$ cat src/rtl/imem_loader_pkg.sv
// Shared instruction-memory geometry and loader FSM encoding, common to
// imem_loader, alu_branch and the instruction memory.
package imem_loader_pkg;

  localparam int ADDR_W = 9;
  localparam int DATA_W = 32;
  localparam int DEPTH  = 512;

  localparam int BYTES_PER_WORD = DATA_W / 8;

  typedef enum logic [2:0] {
    ST_IDLE  = 3'd0,
    ST_LOAD  = 3'd1,
    ST_WRITE = 3'd2,
    ST_DONE  = 3'd3,
    ST_ERR   = 3'd4
  } load_state_t;

endpackage

$ cat src/rtl/imem_byte_packer.sv
// Packs accepted bytes big-endian into a 32-bit word; the first byte of a
// word lands in bits 31:24, the fourth in bits 7:0.
module imem_byte_packer
  import imem_loader_pkg::*;
(
  input  logic              clk,
  input  logic              reset,
  input  logic              clear,
  input  logic              accept,
  input  logic [7:0]        byte_in,
  output logic [DATA_W-1:0] word_out,
  output logic              word_complete
);

  logic [1:0]        byte_idx;
  logic [DATA_W-1:0] word_q;

  // Shifting left means four accepts fully replace the previous word.
  always_ff @(posedge clk) begin
    if (reset || clear) begin
      byte_idx <= 2'd0;
      word_q   <= '0;
    end else if (accept) begin
      byte_idx <= byte_idx + 2'd1;
      word_q   <= {word_q[DATA_W-9:0], byte_in};
    end
  end

  assign word_complete = accept && (byte_idx == 2'd3);
  assign word_out      = word_q;

endmodule

$ cat src/rtl/imem_loader.sv
// Program loader: streams bytes into 32-bit instruction words, writes them
// to consecutive addresses and holds the core in reset until loading ends.
module imem_loader #(
  parameter int ADDR_W = imem_loader_pkg::ADDR_W,
  parameter int DATA_W = imem_loader_pkg::DATA_W,
  parameter int DEPTH  = imem_loader_pkg::DEPTH
) (
  input  logic              clk,
  input  logic              reset,
  input  logic              start,
  input  logic              in_valid,
  input  logic [7:0]        in_data,
  input  logic              in_last,
  output logic              in_ready,
  output logic              wr_en,
  output logic [ADDR_W-1:0] wr_addr,
  output logic [DATA_W-1:0] wr_data,
  output logic              core_reset,
  output logic              done,
  output logic              error,
  output logic [ADDR_W:0]   word_count
);

  import imem_loader_pkg::*;

  localparam logic [ADDR_W-1:0] LAST_ADDR = ADDR_W'(DEPTH - 1);
  localparam logic [ADDR_W:0]   MAX_COUNT = (ADDR_W + 1)'(DEPTH);

  load_state_t       state, state_nxt;
  logic [ADDR_W-1:0] addr;
  logic [ADDR_W:0]   count;
  logic              last_q;
  logic [ADDR_W-1:0] addr_hold;
  logic [DATA_W-1:0] data_hold;
  logic              accept;
  logic              load_start;
  logic              word_complete;
  logic [DATA_W-1:0] packed_word;

  assign in_ready = (state == ST_LOAD);
  assign accept   = in_valid && in_ready;

  imem_byte_packer u_packer (
    .clk           (clk),
    .reset         (reset),
    .clear         (load_start),
    .accept        (accept),
    .byte_in       (in_data),
    .word_out      (packed_word),
    .word_complete (word_complete)
  );

  always_ff @(posedge clk) begin
    if (reset) begin
      state <= ST_IDLE;
    end else begin
      state <= state_nxt;
    end
  end

  // A last flag on a byte that does not close a word aborts without writing.
  always_comb begin
    state_nxt  = state;
    load_start = 1'b0;
    case (state)
      ST_IDLE, ST_DONE, ST_ERR: begin
        if (start) begin
          state_nxt  = ST_LOAD;
          load_start = 1'b1;
        end
      end
      ST_LOAD: begin
        if (word_complete) begin
          state_nxt = ST_WRITE;
        end else if (accept && in_last) begin
          state_nxt = ST_ERR;
        end
      end
      ST_WRITE: begin
        if (last_q) begin
          state_nxt = ST_DONE;
        end else if (addr == LAST_ADDR) begin
          state_nxt = ST_ERR;
        end else begin
          state_nxt = ST_LOAD;
        end
      end
      default: state_nxt = ST_IDLE;
    endcase
  end

  // Address and count saturate so an oversized program cannot wrap onto word 0.
  always_ff @(posedge clk) begin
    if (reset) begin
      addr      <= '0;
      count     <= '0;
      last_q    <= 1'b0;
      addr_hold <= '0;
      data_hold <= '0;
    end else begin
      if (load_start) begin
        addr   <= '0;
        count  <= '0;
        last_q <= 1'b0;
      end
      if (word_complete) begin
        last_q <= in_last;
      end
      if (state == ST_WRITE) begin
        addr_hold <= addr;
        data_hold <= packed_word;
        if (addr != LAST_ADDR) begin
          addr <= addr + 1'b1;
        end
        if (count < MAX_COUNT) begin
          count <= count + 1'b1;
        end
      end
    end
  end

  assign wr_en      = (state == ST_WRITE);
  assign wr_addr    = wr_en ? addr : addr_hold;
  assign wr_data    = wr_en ? packed_word : data_hold;
  assign done       = (state == ST_DONE);
  assign error      = (state == ST_ERR);
  assign core_reset = !done;
  assign word_count = count;

endmodule

$ cat config.mk
export PLATFORM = sky130hd
export DESIGN_NAME = imem_loader
export DESIGN_NICKNAME = d
export VERILOG_FILES = /design/src/rtl/imem_loader_pkg.sv /design/src/rtl/imem_byte_packer.sv /design/src/rtl/imem_loader.sv
export SDC_FILE = /design/constraint.sdc
export NUM_CORES = 1
export LEC_CHECK = 0
export CAP_MARGIN = 20
export CELL_PAD_IN_SITES_DETAIL_PLACEMENT = 1
export CELL_PAD_IN_SITES_GLOBAL_PLACEMENT = 1
export CORE_MARGIN = 2
export CORE_UTILIZATION = 43
export CTS_CLUSTER_DIAMETER = 60
export DETAILED_ROUTE_END_ITERATION = 8
export PLACE_DENSITY_LB_ADDON = 0.15
export SYNTH_ARGS = -nofsm -noshare
export SYNTH_HDL_FRONTEND = slang
export SYNTH_SLANG_ARGS = --single-unit
$ cat constraint.sdc
create_clock -name clk -period 5.4 [get_ports clk]
set_input_delay 1.08 -clock clk [delete_from_list [all_inputs] [get_ports clk]]
set_output_delay 1.08 -clock clk [all_outputs]
set_load 0.005 [all_outputs]
* Word-level counts from Yosys, hierarchy flattened
Cells that the tools add are included.
Cells by class: add/subtract/negate cells 3, $mul 0, div/mod/pow operators 0, magnitude comparators 1, equal/unequal tests 9, shift-type cells 0, multiplexer cells 18, bitwise logic cells 0, reduce and logical (&&, ||, !) cells 9
Operators with widths (number):
- $mux W9 | 4
- $mux W32 | 1
- $mux W10 | 3
- $mux W3 | 5
- $add A10 B1 Y10 const B | 1
- $lt A10 B10 Y1 const B | 1
- $add A9 B1 Y9 const B | 1
- $eq A9 B9 Y1 const B | 1
- $ne A9 B9 Y1 const B | 1
- $pmux W3 S3 | 1
- $eq A3 B2 Y1 const B | 2
- $mux W1 | 4
- $eq A3 B1 Y1 const B | 1
- $eq A3 B3 Y1 const B | 1
- $logic_and A1 B1 Y1 | 3
- $logic_not A3 Y1 | 1
- $ne A3 B1 Y1 const B | 1
- $reduce_or A3 Y1 | 1
- $add A2 B1 Y2 const B | 1
- $eq A2 B2 Y1 const B | 1
- $ne A2 B2 Y1 const B | 1
- $reduce_and A2 Y1 | 1
- $reduce_bool A2 Y1 | 1
- $logic_not A1 Y1 | 1
- $logic_or A1 B1 Y1 | 1
Storage, ports and cells: flip-flop bits (word level) 98, bits in latches 0, memory bits (writable) 0, memory bits (read-only) 0, input port bits 13, output and inout port bits 56, logic and storage cells 48, memories 0

* Depth between registers and ports, before layout
Gate-level depths: netlist of run 1.
depth after elaboration 6, mapped depth 9, gate-level depth less buffers 8

* Modules after synthesis
A second synthesis of run 1 with hierarchy kept.
Second synthesis, totals: cell total of the unflattened synthesis 389, area, all modules 4106.4 sq um
By module, submodules not included:
- imem_loader | times used 1, cells each 276, area an instance 2830.2 sq um, seq. area each 1281.2 sq um
- imem_byte_packer | times used 1, cells each 113, area an instance 1276.2 sq um, seq. area each 680.7 sq um

* Worst setup path before layout of run 1
No wires, ideal clock.
path type reg2out, from reg state[1], to out wr_addr[0], data arrival time 1.509 ns, required time 4.320 ns, slack 2.811 ns, cell stages (with the launch flop) 5, buffers on the path 2, path through dfxtp_1 buf_2 nor3b_2 buf_2 mux2_2
Between the ends: word-level cells in the longest chain between the ends 2
Ends and longest elaborated chain:
- from (decl) | line imem_loader.sv:29 | load_state_t state, state_nxt;
- from (signal assigned) | line imem_loader.sv:57 | state <= state_nxt;
- $eq A3 B2 Y1 | line imem_loader.sv:122 | assign wr_en = (state == ST_WRITE);
- $mux W9
- to (decl) | line imem_loader.sv:16 | output logic [ADDR_W-1:0] wr_addr,
Every way passes these cells.

* Worst setup path in the final report of run 1
from reg state[1], to out wr_data[15]
Between the ends: word-level cells in the longest chain between the ends 2
Ends and longest elaborated chain:
- $eq A3 B2 Y1 | line imem_loader.sv:122
- $mux W32
- to (decl) | line imem_loader.sv:17 | output logic [DATA_W-1:0] wr_data,
Every way passes these cells.

==> impl_results.md, run 1 <==
* Async SR Flop Fraction at 0%
* Total clock sinks at 98
* Postcts setup bufs at 0
* Post-CTS Hold Fix Bufs at 0
* Total Routing Usage GR at 19.62%
* CTS tree: built
* Worst path max stage delay at 0.62 ns
* DR iter-0 viols at 90
* HPWL after DPL at 6111 um
* Vias in the first global route at 3301
* Clock tree buffer depth at 2
* Share of layout cells above drive strength 1 at 14.26%
* Relative slew margins at 41.23%
* Post-synthesis sequential area ratio at 49.32%
* Syn_nets at 441
* Final nets at 497
* Layer with the highest usage: met2
* Detail Route Antenna Nets at 0
* Ports at 69
* Max-cap violations at 0
* Root buffer cell: clkbuf_8
* CP arrival at 2.65 ns
* Final slew viol count at 0
* Multi-input logic area at 1899 um2
* Vias/cell at 5.266
* Via count at 3133
* Most numerous cell in the Yosys netlist: dfxtp_1
* Fill count at 1067
* Power Density at 254.7 nW/um2
* Register area at 1962 um2
* CP startpoint kind: flip-flop
* Final worst path period share at 69.05%
* Port Buf Inserts at 68
* Met3 GRT Util at 2.925%
* Top post-synthesis cells by area: dfxtp_1 (49%), mux2_2 (12%), nand2_1 (7.5%)
* CTS clock-pin slew for the worst setup and hold paths at 0.10 ns
* RSZ-0062 raised after global routing: false
* Antenna violations before repair at 0
* Slew of the pin with the lowest slew margin at 0.8816 ns
* Final Skew at 0.01295 ns
* DRC Markers at 0
* Yosys warns at 0
* TNS Setup at 0 ns
* Maximum fanout along the worst path at 44
* Synth cell count leaders: dfxtp_1 (98), nand2_1 (80), nor2b_1 (44), mux2_2 (42), a21oi_1 (39)
* Cell area after synthesis at 3978 um2
* Status: complete, no violations
* Cells after Synth at 424
* First-pass GRT wire length at 15870 um
* Met2 usage at 33.87%
* Mean Syn Cell Area at 9.381 um2
* Min-Delay Path Class: reg2reg
* Chip height at 100.2 um
* Fin. Hold Viols at 0
* # setup viols final at 0
* Core area at 9109 um2
* GRT overflow at 0
* DR WL/cell at 15.57 um
* Cell variety after synth at 45
* Kind of cell adding the most delay to the critical path: buffers and inverters
* CP endpoint kind: primary output
* Pin count of the biggest net entering global routing at 59
* Minimum clock period at 3.729 ns
* Cells along the critical path: nor3b_4 > buf_4 > mux2_2 > clkdlybuf4s50_1
* H-tree levels at 3
* Die X at 100.2 um
* Ant. Diodes at 0
* Buf+Inv Stages, Crit Path at 2
* Leak pwr at 1.756 nW
* Fmax at 268.2 MHz
* Post-CTS sizing at 0
* Drt total wl at 9262 um
* RePlAce Congestion at 0.7546
* GRT met1 Usage at 25.12%
* Total power draw at 1.256 mW
* Slowest-stage cell, CP: dfxtp_1
* Seq cells post-synth at 98
* Post-synth EDFFs at 0
* Die area at 10040 um2
* Clock latency at the later pin of the worst-skew pair at 0.35 ns
* CTS buffer count at 9
* Critical path type: reg2out
* WP data required at 4.32 ns
* DR pass1 iterations at 4
* Core Rows at 35
* Area share of the largest cell type after synthesis at 49.32%
* Top cell type by total area after synthesis: dfxtp_1
* Synth Flop Type: dfxtp_1
* Initial Util at 43.67%
* VDD IR-drop max at 0.1583 mV
* P&R area growth vs syn at 24.03%
## worst reg2reg max path, delay by kind of cell, from the launching register on
family | cells | cell delay (ns)
AND/OR/NAND/NOR | 2 | 0.83
flip-flops | 1 | 0.77
AO/OA/AOI/OAI | 2 | 0.92
## cell type report
| type | count | share of cell area, % |
|---|---|---|
| clock inverter | 5 | 1.116 |
| timing repair buffer | 72 | 14.71 |
| clock buffer | 10 | 2.790 |
| tap | 111 | 2.815 |
| inverter | 4 | 0.3043 |
| sequential | 98 | 39.77 |
| multi-input combinational | 295 | 38.50 |
## final timing paths
path / from / to / slack (ns) / depth (start not counted)
setup / recovery: state[1] / wr_data[15] / 1.67 / 4
hold / removal: u_packer.word_out[30] / u_packer.word_out[30] / 0.46 / 2
setup reg to reg: state[0] / u_packer.word_out[25] / 2.78 / 4
hold reg to reg: u_packer.word_out[30] / u_packer.word_out[30] / 0.46 / 2
## layout by cell type (no fill, tap or decap), types with 4 or more instances in the layout
cell type	Yosys	layout
dfxtp_1	98	98
nand2_1	80	80
clkdlybuf4s50_1	0	67
nor2b_1	44	44
mux2_2	42	42
a21oi_1	39	39
nor2_1	13	13
nand3_1	11	11
clkbuf_8	0	10
o21ai_0	5	5
or3_1	5	5
inv_1	4	4
nand2b_1	5	4
ha_1	4	4
## cell families (layout without fill, tap and decap cells)
| kind of cell | Yosys count | after routing | share of synthesized area [%] |
|---|---|---|---|
| adders and majority gates | 4 | 4 | 1.258 |
| and+or+nand+nor | 181 | 181 | 23.40 |
| muxes | 44 | 44 | 12.39 |
| buffers and inverters | 31 | 91 | 3.523 |
| DFF | 98 | 98 | 49.32 |
| AOI/OAI and AO/OA | 60 | 60 | 8.777 |
| xor gates and xnor gates | 6 | 6 | 1.321 |
## flip-flops by register name, indices dropped and copies added, names as in the netlist
| signal | count |
|---|---|
| data_hold | 32 |
| u_packer.word_out | 32 |
| word_count | 10 |
| addr | 9 |
| addr_hold | 9 |
| state | 3 |
| u_packer.byte_idx | 2 |
| last_q | 1 |
## per-stage QoR
step	instances	worst slack (ns)	instance area [um2]	util (%)	hold slack [ns]
2_1_floorplan	424	2.811	3978	-	0.4329
4_1_cts	594	1.657	4906	53.86	0.4619
5_1_grt	595	1.512	4933	54.16	0.4925
3_3_place_gp	579	1.828	4713	51.74	0.4460
3_5_place_dp	579	1.847	4713	51.74	0.4467
6_report	595	1.671	4933	54.16	0.4596
## where the power goes
group	switching [mW]	total, mW	internal, mW
logic	0.0347	0.0566	0.0218
registers	0.00811	0.733	0.725
clock network	0.244	0.466	0.223
## routing by layer
| metal | routed length [um] | up-vias |
|---|---|---|
| met5 | 0 | - |
| met3 | 198 | 7 |
| met2 | 4671 | 43 |
| met4 | 87 | 0 |
| li1 | - | 1543 |
| met1 | 4304 | 1540 |
Power figures use the tool's default switching activity.
==> run 2, diff against run 1 <==
--- a/config.mk
+++ b/config.mk
@@ -9,7 +9,7 @@
 export CELL_PAD_IN_SITES_DETAIL_PLACEMENT = 1
 export CELL_PAD_IN_SITES_GLOBAL_PLACEMENT = 1
 export CORE_MARGIN = 2
-export CORE_UTILIZATION = 43
+export CORE_UTILIZATION = 36
 export CTS_CLUSTER_DIAMETER = 60
 export DETAILED_ROUTE_END_ITERATION = 8
 export PLACE_DENSITY_LB_ADDON = 0.15
==> constraint.sdc (replaced) <==
create_clock -name clk -period 3.2 [get_ports clk]
set_input_delay 0.64 -clock clk [delete_from_list [all_inputs] [get_ports clk]]
set_output_delay 0.64 -clock clk [all_outputs]
set_load 0.005 [all_outputs]
==> run 2 against run 1 <==
Net effect:
- sequential power rose by 69%
- hold slack got worse by 0.0014 ns
- first-iteration DRC count down 38%
- clock-buffer cell count increased by 3
- sequential cell count stayed put
- critical path type unchanged
- largest power group unchanged
==> impl_results.md, run 2 (synthesized netlist as in run 1, its figures left out) <==
* Fin. Hold Viols at 0 (unchanged)
* First-pass GRT wire length at 15490 um (was 15870 um)
* Detail Route Antenna Nets at 0 (unchanged)
* Drt total wl at 9202 um (was 9262 um)
* TNS Setup at 0 ns (unchanged)
* Final nets at 503 (was 497)
* Fmax at 329.5 MHz
* Dpl cells at 615 (was 579)
* GRT overflow at 0 (unchanged)
* CP endpoint kind: primary output (unchanged)
* R2R depth at 8 (was 4)
* Comb pwr share at 5.1% (was 4.5%)
* R2R setup slack at 0.83 ns (was 2.78 ns)
* Postcts setup bufs at 0 (unchanged)
* DR iter-0 viols at 56 (was 90)
* Clock tree buffer depth at 2 (unchanged)
* Final Instance Area at 4999 um2 (was 4933 um2)
* DR WL/cell at 14.61 um (was 15.57 um)
* Sw Ratio at 23.17% (was 22.79%)
* Finished Layout Cells at 630 (was 595)
* Core area at 10790 um2 (was 9109 um2)
* Total clock sinks at 98 (unchanged)
* Leak pwr at 1.775 nW (was 1.756 nW)
* FF-to-FF End: addr[7] (was u_packer.word_out[25])
* Vias/cell at 4.919 (was 5.266)
* Cell count of the worst hold path at 2 (unchanged)
* Hold path start: u_packer.word_out[26] (was u_packer.word_out[30])
* Share of layout cells above drive strength 1 at 14.90% (was 14.26%)
* DR pass1 iterations at 4 (unchanged)
* Root buffer cell: clkbuf_8 (unchanged)
* Minimum clock period at 3.035 ns
* Maximum fanout along the worst path at 34 (was 44)
* WHS Endpoint: u_packer.word_out[26] (was u_packer.word_out[30])
* Dpl ws at 0.5597 ns (was 1.847 ns)
* Critical path type: reg2out (unchanged)
* Final slew viol count at 0 (unchanged)
* Die X at 109.1 um (was 100.2 um)
* Max-cap violations at 0 (unchanged)
* Core Rows at 38 (was 35)
* # setup viols final at 0 (unchanged)
* WP data required at 2.56 ns (was 4.32 ns)
* Sw Pwr at 0.4785 mW (was 0.2864 mW)
* Cell Int Power at 1.586 mW (was 0.9701 mW)
* VDD IR-drop max at 0.1950 mV (was 0.1583 mV)
* Total Routing Usage GR at 16.83% (was 19.62%)
* Placement Cell Area at 4827 um2 (was 4713 um2)
* Final worst path period share at 94.84%
* Worst reg2reg startpoint: addr[0] (was state[0])
* Vias in the first global route at 3146 (was 3301)
* Commonest non-fill, non-tap cell in the layout: dfxtp_1 (unchanged)
* Chip height at 109.1 um (was 100.2 um)
* CP arrival at 2.39 ns (was 2.65 ns)
* Power Density at 413.1 nW/um2 (was 254.7 nW/um2)
* Pin count of the biggest net entering global routing at 37 (was 59)
* Status: complete, no violations (unchanged)
* Post-CTS sizing at 0 (unchanged)
* Relative slew margins at 45.37% (was 41.23%)
* Post-CTS Hold Fix Bufs at 0 (unchanged)
* CP startpoint kind: flip-flop (unchanged)
* Min-Delay Path Class: reg2reg (unchanged)
* Ant. Diodes at 0 (unchanged)
* Die area at 11910 um2 (was 10040 um2)
* Ports at 69 (unchanged)
* P&R area growth vs syn at 25.67% (was 24.03%)
* H-tree levels at 3 (unchanged)
* Final Skew at 0.009452 ns (was 0.01295 ns)
* Final core utilization at 46.31% (was 54.16%)
* CTS buffer count at 9 (unchanged)
* Via count at 3099 (was 3133)
* CTS tree: built (unchanged)
* Most frequent cells in the layout: dfxtp_1 (98), nand2_1 (80), clkdlybuf4s50_1 (67) (unchanged)
* Antenna violations before repair at 0 (unchanged)
* Port Buf Inserts at 68 (unchanged)
* Slew of the pin with the lowest slew margin at 0.8139 ns (was 0.8816 ns)
* Clock share of power at 35.1% (was 37.1%)
* RSZ-0062 raised after global routing: false (unchanged)
* Clock latency at the later pin of the worst-skew pair at 0.36 ns (was 0.35 ns)
* HPWL after DPL at 6385 um (was 6111 um)
* CTS clock-pin slew for the worst setup and hold paths at 0.09 ns (was 0.10 ns)
* DRC Markers at 0 (unchanged)
* RePlAce Congestion at 0.7744 (was 0.7546)
* Initial Util at 36.85% (was 43.67%)
* Fin worst setup slack at 0.1651 ns (was 1.671 ns)
* Sequential share of power at 59.8% (was 58.4%)
* Fill count at 1235 (was 1067)
-- run 2: critical path, cell delays in order (launching register included) --
cell and delay, ns:
dfxtp_1 0.60, nor3b_4 0.32, buf_12 0.24, mux2_2 0.37, clkdlybuf4s50_1 0.47
-- run 2: how the worst max path moves through the flow --
stage / startpoint / endpoint / slack (ns)
final: state[1] / wr_data[25] / 0.17
after global routing: state[1] / wr_data[25] / 0.04
after CTS: state[1] / wr_data[25] / 0.14
after detailed placement: state[1] / wr_data[23] / 0.56
after global placement: state[1] / wr_data[23] / 0.60
after floorplan: addr[0] / addr[7] / 0.93
-- run 2: metrics by stage --
step	power, mW	hold slack (ns)
after floorplan	1.320	0.4329
after global placement	1.369	0.4469
after detailed placement	1.372	0.4469
after CTS	2.098	0.4592
after global routing	2.157	0.4881
final	2.065	0.4582
-- run 2: cell type report --
cell class	instances	area, um2	share of cell area [%]
Inverter	4	15.01	0.3004
Sequential cell	98	1962	39.25
Tap cell	140	175.2	3.504
Clock inverter	2	12.51	0.2503
Clock buffer	13	158.9	3.179
Timing Repair Buffer	78	775.7	15.52
Multi-Input combinational cell	295	1899	38.00
-- run 2: layer usage --
metal  track usage, %  vias up  share of wire [%]
met2            26.84       46                 48
met1            22.62     1492                 48
met5                0        -                  0
met4            6.593        0               0.86
li1                 -     1553                  -
met3            2.929        8                3.1
-- run 2: power groups by stage --
stage                     registers (mW)  clock network (mW)  logic, mW
after floorplan                     1.26                   0     0.0643
after global placement              1.26                   0      0.106
after detailed placement            1.26                   0      0.107
after CTS                           1.24               0.755      0.108
after global routing                1.24               0.803      0.116
final                               1.24               0.725      0.105
